`config.mk`:
```
export PLATFORM = sky130hd
export DESIGN_NAME = vector_bank_ctrl
export DESIGN_NICKNAME = d
export VERILOG_FILES = /design/src/rtl/vector_pkg.sv /design/src/rtl/vector_fetch.sv /design/src/rtl/vector_bank_ctrl.sv
export SDC_FILE = /design/constraint.sdc
export NUM_CORES = 1
export LEC_CHECK = 0
export CAP_MARGIN = 30
export CORE_UTILIZATION = 36
export CTS_CLUSTER_SIZE = 40
export DETAILED_ROUTE_END_ITERATION = 16
export GPL_ROUTABILITY_DRIVEN = 0
export PLACE_DENSITY = 0.78
export SYNTH_ARGS = -nofsm -noshare
export SYNTH_HDL_FRONTEND = slang
export SYNTH_HIERARCHICAL = 1
export SYNTH_SLANG_ARGS = --single-unit
```
`constraint.sdc`:
```
create_clock -name clk -period 1.72 [get_ports clk]
set_input_delay 0.172 -clock clk [delete_from_list [all_inputs] [get_ports clk]]
set_output_delay 0.172 -clock clk [all_outputs]
set_load 0.05 [all_outputs]
```
`src/rtl/vector_pkg.sv`:
```
// Shared types and helpers for the vector display-list double buffer.
// A vector word is {x, y, line, pos}; line & pos together mark the frame terminator.
package vector_pkg;

  typedef struct packed {
    logic [7:0] x;
    logic [7:0] y;
    logic       line;
    logic       pos;
  } vector_t;

  localparam vector_t TERM_WORD = '{x: 8'd0, y: 8'd0, line: 1'b1, pos: 1'b1};

  typedef enum logic [2:0] {
    R_IDLE,
    R_ADDR,
    R_WAIT,
    R_HOLD,
    R_END
  } rd_state_e;

  // Only the line/pos flags identify the terminator; x and y are don't-care.
  function automatic logic is_term(input vector_t v);
    return (v & TERM_WORD) == TERM_WORD;
  endfunction

endpackage

```
`src/rtl/vector_fetch.sv`:
```
// Front-bank reader: owns the read pointer, the fetch FSM and the RAM latency wait.
// It decides when a swap or a frame repeat happens; the top applies the bank-side effects.
//
// state  | meaning
// R_IDLE | no valid front frame yet; swap in as soon as the back bank is full
// R_ADDR | read address driven from rd_ptr
// R_WAIT | RAM latency; last cycle captures the front-bank word
// R_HOLD | vector presented, held until the reader accepts it
// R_END  | frame finished; swap or repeat, rewind pointer
module vector_fetch
  import vector_pkg::*;
#(
  parameter int ADR_WIDTH  = 16,
  parameter int DATAWIDTH  = 18,
  parameter int RD_LATENCY = 1
) (
  input  logic                 clk,
  input  logic                 rst,
  input  logic                 front_valid_i,
  input  logic                 back_full_i,
  input  logic                 build_done_i,
  input  logic                 front_bank_i,
  input  logic [DATAWIDTH-1:0] rdata0_i,
  input  logic [DATAWIDTH-1:0] rdata1_i,
  input  logic                 vec_ready_i,
  output logic                 swap_o,
  output logic                 repeat_o,
  output logic [ADR_WIDTH-1:0] radr_o,
  output logic                 vec_valid_o,
  output logic [DATAWIDTH-1:0] vec_data_o,
  output logic                 vec_last_o
);

  localparam logic [1:0] WAIT_LOAD = 2'(RD_LATENCY - 1);

  rd_state_e            state_q;
  logic [ADR_WIDTH-1:0] rd_ptr_q;
  logic [1:0]           wait_q;
  logic                 vec_valid_q;
  logic [DATAWIDTH-1:0] vec_data_q;
  logic                 vec_last_q;

  logic [DATAWIDTH-1:0] front_rdata;
  vector_t              front_vec;
  logic                 ptr_at_max;
  logic                 end_swap;

  assign front_rdata = front_bank_i ? rdata1_i : rdata0_i;
  assign front_vec   = front_rdata[$bits(vector_t)-1:0];
  assign ptr_at_max  = (rd_ptr_q == {ADR_WIDTH{1'b1}});

  // A build_done arriving in the R_END cycle counts as a full back bank.
  assign end_swap = back_full_i | build_done_i;
  assign swap_o   = ((state_q == R_IDLE) & ~front_valid_i & back_full_i) |
                    ((state_q == R_END) & end_swap);
  assign repeat_o = (state_q == R_END) & ~end_swap;

  assign radr_o      = rd_ptr_q;
  assign vec_valid_o = vec_valid_q;
  assign vec_data_o  = vec_data_q;
  assign vec_last_o  = vec_last_q;

  always_ff @(posedge clk) begin
    if (rst) begin
      state_q     <= R_IDLE;
      rd_ptr_q    <= '0;
      wait_q      <= '0;
      vec_valid_q <= 1'b0;
      vec_data_q  <= '0;
      vec_last_q  <= 1'b0;
    end else begin
      case (state_q)
        R_IDLE: begin
          if (front_valid_i || back_full_i) begin
            rd_ptr_q <= '0;
            state_q  <= R_ADDR;
          end
        end
        R_ADDR: begin
          wait_q  <= WAIT_LOAD;
          state_q <= R_WAIT;
        end
        R_WAIT: begin
          if (wait_q == 2'd0) begin
            vec_data_q  <= front_rdata;
            // The last address of the bank always closes the frame so the pointer cannot wrap.
            vec_last_q  <= is_term(front_vec) | ptr_at_max;
            vec_valid_q <= 1'b1;
            state_q     <= R_HOLD;
          end else begin
            wait_q <= wait_q - 2'd1;
          end
        end
        R_HOLD: begin
          if (vec_ready_i) begin
            vec_valid_q <= 1'b0;
            if (vec_last_q) begin
              state_q <= R_END;
            end else begin
              rd_ptr_q <= rd_ptr_q + 1'b1;
              state_q  <= R_ADDR;
            end
          end
        end
        R_END: begin
          rd_ptr_q <= '0;
          state_q  <= R_ADDR;
        end
        default: begin
          state_q <= R_IDLE;
        end
      endcase
    end
  end

endmodule

```
`src/rtl/vector_bank_ctrl.sv`:
```
// Double-buffer scheduler between the display-list writer and the line drawer.
// Holds bank ownership, steers writes to the back bank and paces the writer with frame_done.
module vector_bank_ctrl
  import vector_pkg::*;
#(
  parameter int ADR_WIDTH  = 16,
  parameter int DATAWIDTH  = 18,
  parameter int RD_LATENCY = 1
) (
  input  logic                 clk,
  input  logic                 rst,
  input  logic                 wr_en,
  input  logic [ADR_WIDTH-1:0] wr_adr,
  input  logic [DATAWIDTH-1:0] wr_data,
  input  logic                 build_done,
  output logic                 frame_done,
  output logic [1:0]           ram_we,
  output logic [ADR_WIDTH-1:0] ram_wadr,
  output logic [DATAWIDTH-1:0] ram_wdata,
  output logic [ADR_WIDTH-1:0] ram_radr,
  input  logic [DATAWIDTH-1:0] ram_rdata0,
  input  logic [DATAWIDTH-1:0] ram_rdata1,
  output logic                 vec_valid,
  input  logic                 vec_ready,
  output logic [DATAWIDTH-1:0] vec_data,
  output logic                 vec_last,
  output logic                 front_bank,
  output logic                 err_overrun,
  output logic [7:0]           repeat_cnt
);

  logic       front_bank_q;
  logic       back_full_q;
  logic       back_full_d;
  logic       front_valid_q;
  logic       frame_done_q;
  logic       err_overrun_q;
  logic [7:0] repeat_cnt_q;
  logic [7:0] repeat_cnt_d;

  logic       swap;
  logic       rpt;
  logic       wr_ok;

  vector_fetch #(
    .ADR_WIDTH  (ADR_WIDTH),
    .DATAWIDTH  (DATAWIDTH),
    .RD_LATENCY (RD_LATENCY)
  ) u_fetch (
    .clk           (clk),
    .rst           (rst),
    .front_valid_i (front_valid_q),
    .back_full_i   (back_full_q),
    .build_done_i  (build_done),
    .front_bank_i  (front_bank_q),
    .rdata0_i      (ram_rdata0),
    .rdata1_i      (ram_rdata1),
    .vec_ready_i   (vec_ready),
    .swap_o        (swap),
    .repeat_o      (rpt),
    .radr_o        (ram_radr),
    .vec_valid_o   (vec_valid),
    .vec_data_o    (vec_data),
    .vec_last_o    (vec_last)
  );

  // back_full only takes effect from the cycle after build_done, so a word written alongside it lands.
  assign wr_ok     = wr_en & ~back_full_q;
  assign ram_we    = front_bank_q ? {1'b0, wr_ok} : {wr_ok, 1'b0};
  assign ram_wadr  = wr_adr;
  assign ram_wdata = wr_data;

  always_comb begin
    back_full_d  = back_full_q;
    repeat_cnt_d = repeat_cnt_q;
    if (swap) begin
      back_full_d  = 1'b0;
      repeat_cnt_d = 8'd0;
    end else begin
      if (build_done) begin
        back_full_d = 1'b1;
      end
      if (rpt && (repeat_cnt_q != 8'hFF)) begin
        repeat_cnt_d = repeat_cnt_q + 8'd1;
      end
    end
  end

  always_ff @(posedge clk) begin
    if (rst) begin
      front_bank_q  <= 1'b0;
      back_full_q   <= 1'b0;
      front_valid_q <= 1'b0;
      frame_done_q  <= 1'b0;
      err_overrun_q <= 1'b0;
      repeat_cnt_q  <= 8'd0;
    end else begin
      back_full_q  <= back_full_d;
      repeat_cnt_q <= repeat_cnt_d;
      frame_done_q <= swap;
      if (swap) begin
        front_bank_q  <= ~front_bank_q;
        front_valid_q <= 1'b1;
      end
      if (wr_en && back_full_q) begin
        err_overrun_q <= 1'b1;
      end
    end
  end

  assign frame_done  = frame_done_q;
  assign front_bank  = front_bank_q;
  assign err_overrun = err_overrun_q;
  assign repeat_cnt  = repeat_cnt_q;

endmodule

```
==> summary.md, run 1 <==
| Metric | Value |
|---|---|
| Post-Synthesis Cell Area | slightly below 3000 um^2 |
| Area grow syn2layout | 32.5% |
| Hold Crit Class | in -> out |
| Post-CTS Hold Buffers | 0 |
| Post-layout min period | 1.67 ns |
| Status | finished, final reports clean |
| WS Path Type | reg -> out |
| Arr. time, crit path | 1.50 ns |
| Die area | 8610 um^2 |
| Share of layout cells above drive strength 1 | 0.223 |
| Antenna violations before repair | 0 |
| Synth Flop Type | dfxtp_1 |
| Vias | between 2000 and 3000 |
| Hold Fails Final Rpt | 0 |
| Worst-path clk slew | ~0.090 ns |
| CTS tree | yes |
| CP Max Fanout | 6 |
| Area of the multi-input gates | 1520 um^2 |
| Grt ovf | 0 |
| Setup bufs post-CTS | 0 |
| # DRC | 0 |
| CP Data Required Time | 1.55 ns |
| Largest net degree at the start of global routing | 39 |
| Via density | 5.27 |
| Leakage | 1.52 nW |
| Peak VDD IR | 0.000554 V |
| Total of max-cap violations | 0 |
| Area after DPL | around 3800 um^2 |
| Die W | 92.8 um |
| Final slew viol count | 0 |
| PortBufs | just under 90 |
| Reg2reg end | u_fetch/vec_data_o[16] |
| Worst-margin pin slew | ~0.52 ns |
| Pwr/cell area | about 880 nW/um^2 |
| CP peak stage delay | 0.81 ns |
| Rel. slew slack | 0.653 |
| Number of core rows | 32 |
| Core Area | just under 8000 um^2 |
| Fill count | 747 |
| Critical Path End Type | primary output |
| Tcrit/Tclk final | 0.971 |
| Hpwl dp | 5450 um |
| Fin Clk Skew | 0.00843 ns |
| Initial DRC Count | 111 |
| Cell Count, Final, Fillers Out | 505 |
| Flops & latches, synth | 54 |
| # placed instances | between 400 and 500 |
| Total GRT Usage | 0.166 |
| Final setup vio count | 0 |
| Htree depth | 2 |
| Post-synthesis cell type count | 59 |
| Avg Cell Area, Syn | 8.89 um^2 |
| Final WL | 7140 um |
| Fin Setup TNS | 0 ns |
| Register area | 1090 um^2 |
| Max Fclk | 599 MHz |
| TritonCTS buffer count | 5 |
| Top Usage Layer GRT | met2 |
| Synth Instances | 334 |
| RSZ-0062 raised after global routing | false |
| Worst reg-to-reg path cell count | 6 |
| Met3 usage | 0.0624 |
| Delay-heaviest family, CP | buffers and inverters |
| Ports | 158 |
| Synthesized Nets | 412 |
| Final #Nets | 480 |
| Slowest CP cell | clkdlybuf4s50_1 |
| ANT cells | 0 |
| Met1 usage | 0.197 |
| Synth warn | 6 |
| Crit path to | ram_radr[9] |
| Worst-skew pair later-pin latency | 0.31 ns |
| Drt pass-1 iters | 4 |
| Post-DRT Antenna Nets | 0 |
| Crit path from | u_fetch/radr_o[9] |
| Clock Tree Buf Depth | 2 |
| Vias in the first global route | around 2500 |
| Ys async rst share | 0 |
| Final non-filler cell area | between 3000 and 4000 um^2 |
| Root buffer cell | clkbuf_8 |
| Die Ht | 92.8 um |
| WP buf/inv | 1 |
| Routed wire length per instance | between 10 and 15 um |
| Clock Sinks | 54 |
| Final Hold Slack | between 0.3 and 0.4 ns |
| GR Util met2 | 0.271 |
| Wire length of the first global-routing pass | 11600 um |
| Sequential area share after synthesis | 0.364 |
| Critical path depth | 1 |
| Post-synth EDFFs | 0 |
| Cells along the critical path | clkdlybuf4s50_1 |
| Worst R2R Setup Slack | between 0.1 and 0.15 ns |
| Worst reg2reg startpoint | u_fetch/state_q[2] |
| Initial Util | 0.378 |
| Startpoint Class | flop |
-- kinds of logic after synthesis --
family / share of synthesized area
fa+ha+maj: 0.0126
compound gates: 0.197
simple gates: 0.230
mux: 0.0641
xor+xnor: 0.00295
buf+inv: 0.129
flops: 0.364
-- timing repair --
item                                    CTS  global route
resized for setup                         1             2
endpoints found under the setup margin    1             2
hold endpoints to repair                  0             0
-- cell usage in the layout (no fill, tap or decap), types with 3 or more instances in the layout --
cell type / instances
clkdlybuf4s50_1: 62
dfxtp_1: 45
buf_4: 44
nor2_1: 40
a211oi_1: 21
mux2i_1: 19
nand2_1: 13
a21oi_1: 10
dfxtp_2: 9
a31oi_1: 8
and3_1: 8
o21ai_0: 7
nor3_1: 7
inv_1: 7
nand4_1: 7
nand3_1: 6
o21ai_2: 6
and4_1: 5
clkbuf_8: 5
a2bb2oi_1: 5
or3_1: 4
buf_12: 4
a21oi_2: 4
nor2b_1: 3
ha_1: 3
nand2b_1: 3
and2_1: 3
-- metrics by stage --
step                      setup slack (ns)   util  total power (W)
after global placement            -0.00570  0.487          0.00260
after global routing               0.00101  0.501          0.00362
after CTS                          0.00467  0.501          0.00349
after floorplan                   -0.00891      -          0.00239
after detailed placement           -0.0287  0.487          0.00262
final                               0.0499  0.501          0.00345
-- how the worst min path moves through the flow --
| stage | from | end | depth (start not counted) |
|---|---|---|---|
| floorplan | rst | front_bank | 1 |
| global placement | wr_adr[6] | ram_wadr[6] | 0 |
| detailed placement | wr_adr[6] | ram_wadr[6] | 0 |
| CTS | wr_adr[6] | ram_wadr[6] | 0 |
| global route | wr_adr[3] | ram_wadr[3] | 0 |
| finish | wr_adr[13] | ram_wadr[13] | 0 |
-- flip-flops by register name, summed over array words and instances, names as in the netlist --
signal               count
back_full_q              1
err_overrun              1
frame_done               1
front_bank               1
front_valid_q            1
repeat_cnt               8
u_fetch/radr_o          16
u_fetch/state_q          3
u_fetch/vec_data_o      18
u_fetch/vec_last_o       1
u_fetch/vec_valid_o      1
u_fetch/wait_q           2
-- per-layer routing --
layer / routed length, um / vias up
met5: 0 / -
met4: 114 / 0
met3: 759 / 18
met2: 3370 / 113
met1: 2890 / 1207
li1: - / 1323
-- cell type report --
type	instances	share of cell area
Inverter	7	0.00668
Clock inverter	3	0.0102
Timing Repair Buffer	113	0.271
Clock buffer	5	0.0175
Sequential cell	54	0.278
Multi-Input combinational cell	221	0.385
Tap cell	102	0.0324
-- synth_stat cells, drive strengths merged, types with 2 or more instances --
cell,n,area [um^2]
nor2,40,150
a2bb2oi,5,43.8
and4bb,3,41.3
nor3b,2,20.0
a31oi,8,50.1
a21oi,14,85.1
or4,2,15.0
and3b,2,17.5
dfxtp,54,1080
ha,3,37.5
or3,5,36.3
and3,8,50.1
o21ai,15,97.6
and4,6,55.1
nand3,6,30.0
nand2b,4,27.5
nor3,8,45.0
a211oi,22,170
nor2b,3,18.8
nand2,14,60.1
nand4,7,43.8
and2b,2,16.3
clkbuf,6,22.5
mux2i,19,190
o211ai,2,15.0
a41oi,2,17.5
and2,3,18.8
a21boi,2,18.8
inv,7,26.3
buf,46,335
nor4,2,12.5
-- report_power, final --
group / internal [W] / switching (W) / leakage [nW]
logic: 0.000494 / 0.000654 / 1.02
registers: 0.00135 / 0.0000879 / 0.443
clock network: 0.000430 / 0.000432 / 0.0579
total: 0.00227 / 0.00117 / 1.52
No activity file was read; power rests on OpenSTA's default activity.
==> inputs of run 2 (changes only) <==
--- a/config.mk
+++ b/config.mk
@@ -6,11 +6,11 @@
 export NUM_CORES = 1
 export LEC_CHECK = 0
 export CAP_MARGIN = 30
-export CORE_UTILIZATION = 36
+export CORE_UTILIZATION = 40
 export CTS_CLUSTER_SIZE = 40
 export DETAILED_ROUTE_END_ITERATION = 16
 export GPL_ROUTABILITY_DRIVEN = 0
-export PLACE_DENSITY = 0.78
+export PLACE_DENSITY = 0.82
 export SYNTH_ARGS = -nofsm -noshare
 export SYNTH_HDL_FRONTEND = slang
 export SYNTH_HIERARCHICAL = 1
==> constraint.sdc (replaced) <==
create_clock -name clk -period 1.8 [get_ports clk]
set_input_delay 0.18 -clock clk [delete_from_list [all_inputs] [get_ports clk]]
set_output_delay 0.18 -clock clk [all_outputs]
set_load 0.05 [all_outputs]
==> run 2 against run 1 <==
Register-to-register slack gained 0.04 ns. Hold slack gained 0.016 ns. Combinational power shrank 3%. Via count grew 0.94%. Wire length shrank 0.31%. Flip-flop and latch count is the same. Critical path depth is the same.
==> summary.md, run 2 (synthesis gave the netlist of run 1 again) <==
| Metric | Value |
|---|---|
| Status | finished, final reports clean |
| Vias | 2686 |
| CTS tree | yes |
| Delay-heaviest family, CP | buffers and inverters |
| Worst-path clk slew | 0.09 ns |
| Setup bufs post-CTS | 0 |
| Initial Util | 0.412 |
| # DRC | 0 |
| Via density | 5.42 |
| Worst R2R Setup Slack | 0.16 ns |
| Root buffer cell | clkbuf_8 |
| P_sw | 0.00109 W |
| Cells along the critical path | clkdlybuf4s50_1 |
| Peak VDD IR | roughly 0.0004 V |
| Final Hold Slack | 0.360 ns |
| Hold Crit Class | in -> out |
| Worst-skew pair later-pin latency | 0.30 ns |
| RSZ-0062 raised after global routing | false |
| Clock network power share | 0.245 |
| Routed wire length per instance | about 14 um |
| Ports | 158 |
| PortBufs | 89 |
| Worst reg2reg startpoint | u_fetch/state_q[2] |
| Post-DRT Antenna Nets | 0 |
| Startpoint Class | flop |
| Final slew viol count | 0 |
| CP Max Fanout | 6 |
| Crit path from | u_fetch/radr_o[4] |
| Final setup vio count | 0 |
| Final #Nets | 474 |
| Register area | 1080 um^2 |
| Max reg flops | 18 |
| Wire length of the first global-routing pass | approximately 11000 um |
| Internal power | 0.00217 W |
| Fin Setup TNS | 0 ns |
| Worst-margin pin slew | 0.521 ns |
| Critical Path End Type | primary output |
| Die Ht | 88.2 um |
| Die W | approximately 88 um |
| Antenna violations before repair | 0 |
| Rel. slew slack | 0.652 |
| Htree depth | 2 |
| Slowest CP cell | clkdlybuf4s50_1 |
| Area of the multi-input gates | 1520 um^2 |
| Number of core rows | 31 |
| CTS resizes | 0 |
| Arr. time, crit path | 1.56 ns |
| Tcrit/Tclk final | 0.966 |
| Clock Sinks | 54 |
| Post-layout min period | approximately 1.7 ns |
| Total of max-cap violations | 0 |
| TritonCTS buffer count | 5 |
| Leading cell type in the layout, fill and taps excluded | clkdlybuf4s50_1 |
| Sw Share | 0.335 |
| Pwr/cell area | 832 nW/um^2 |
| Final WL | between 7000 and 8000 um |
| Hold Fails Final Rpt | 0 |
| Hpwl dp | 5320 um |
| Sequential share of power | 0.414 |
| WP buf/inv | 1 |
| Worst reg-to-reg path cell count | 5 |
| CP Data Required Time | 1.62 ns |
| CP peak stage delay | 0.84 ns |
| Most frequent cells in the layout | 75 x clkdlybuf4s50_1, 51 x dfxtp_1, 40 x nor2_1 |
| Area grow syn2layout | 32.2% |
| Fin Clk Skew | 0.00631 ns |
| Post-CTS Hold Buffers | 0 |
| Grt ovf | 0 |
| Max Fclk | between 500 and 600 MHz |
| Drt pass-1 iters | 4 |
| WS Path Type | reg -> out |
| Vias in the first global route | ~2500 |
| Core Area | 7210 um^2 |
| Comb pwr share | 0.341 |
| ANT cells | 0 |
| Fill count | 648 |
| Die area | 7770 um^2 |
| Total GRT Usage | 0.187 |
| Critical path depth | 1 |
| Leakage | 1.55 nW |
| Largest net degree at the start of global routing | 39 |
| Crit path to | ram_radr[4] |
| Reg2reg end | u_fetch/radr_o[14] |
| Initial DRC Count | 171 |
| Share of layout cells above drive strength 1 | 0.146 |
| Clock Tree Buf Depth | 2 |
==> run 2: worst min-delay path by stage <==
stage | cells after the start | endpoint | start | slack [ns]
CTS | 0 | ram_wadr[8] | wr_adr[8] | 0.36
finish | 0 | ram_wadr[11] | wr_adr[11] | 0.36
detailed placement | 0 | ram_wadr[8] | wr_adr[8] | 0.36
floorplan | 1 | frame_done | rst | 0.25
global route | 0 | ram_wadr[0] | wr_adr[0] | 0.36
global placement | 0 | ram_wadr[8] | wr_adr[8] | 0.36
==> run 2: power groups by stage <==
| stage | sequential, W | combinational [W] | clock, W |
|---|---|---|---|
| 2_1_floorplan | 0.00164 | 0.000640 | 0 |
| 6_report | 0.00135 | 0.00111 | 0.000801 |
| 3_5_place_dp | 0.00138 | 0.00111 | 0 |
| 5_1_grt | 0.00137 | 0.00119 | 0.000875 |
| 3_3_place_gp | 0.00137 | 0.00110 | 0 |
| 4_1_cts | 0.00135 | 0.00112 | 0.000821 |
==> run 2: layout make-up <==
| cell class | count | area share |
|---|---|---|
| multi-input cells | 221 | 0.386 |
| flip-flops and latches | 54 | 0.276 |
| clock inverters | 1 | 0.00765 |
| well taps | 99 | 0.0316 |
| clock buffers | 7 | 0.0194 |
| inverters | 7 | 0.00669 |
| repair buffers | 107 | 0.272 |
==> run 2: stage by stage <==
step                worst slack, ns  instances  cell area, um^2  utilization  power [W]
floorplan                    0.0210        334             2980            -    0.00229
global placement              0.108        488             3800        0.527    0.00247
detailed placement           0.0423        488             3800        0.527    0.00249
CTS                          0.0312        496             3910        0.541    0.00329
global route                0.00376        496             3930        0.544    0.00343
finish                       0.0610        496             3930        0.544    0.00327
==> run 2: layer usage <==
metal | share of wire | GRT usage | routed length, um | vias up
met5 | 0 | 0 | 0 | -
met2 | 0.48 | 0.319 | 3400 | 112
met3 | 0.092 | 0.0688 | 653 | 15
met4 | 0.018 | 0.0748 | 129 | 0
met1 | 0.41 | 0.212 | 2930 | 1241
li1 | - | - | - | 1318
==> inputs of run 3 (changes only) <==
--- a/config.mk
+++ b/config.mk
@@ -11,6 +11,7 @@
 export DETAILED_ROUTE_END_ITERATION = 16
 export GPL_ROUTABILITY_DRIVEN = 0
 export PLACE_DENSITY = 0.82
+export SLEW_MARGIN = 20
 export SYNTH_ARGS = -nofsm -noshare
 export SYNTH_HDL_FRONTEND = slang
 export SYNTH_HIERARCHICAL = 1
==> results of run 3 <==
The final DEF is identical to that of run 2; final timing and power are the same.
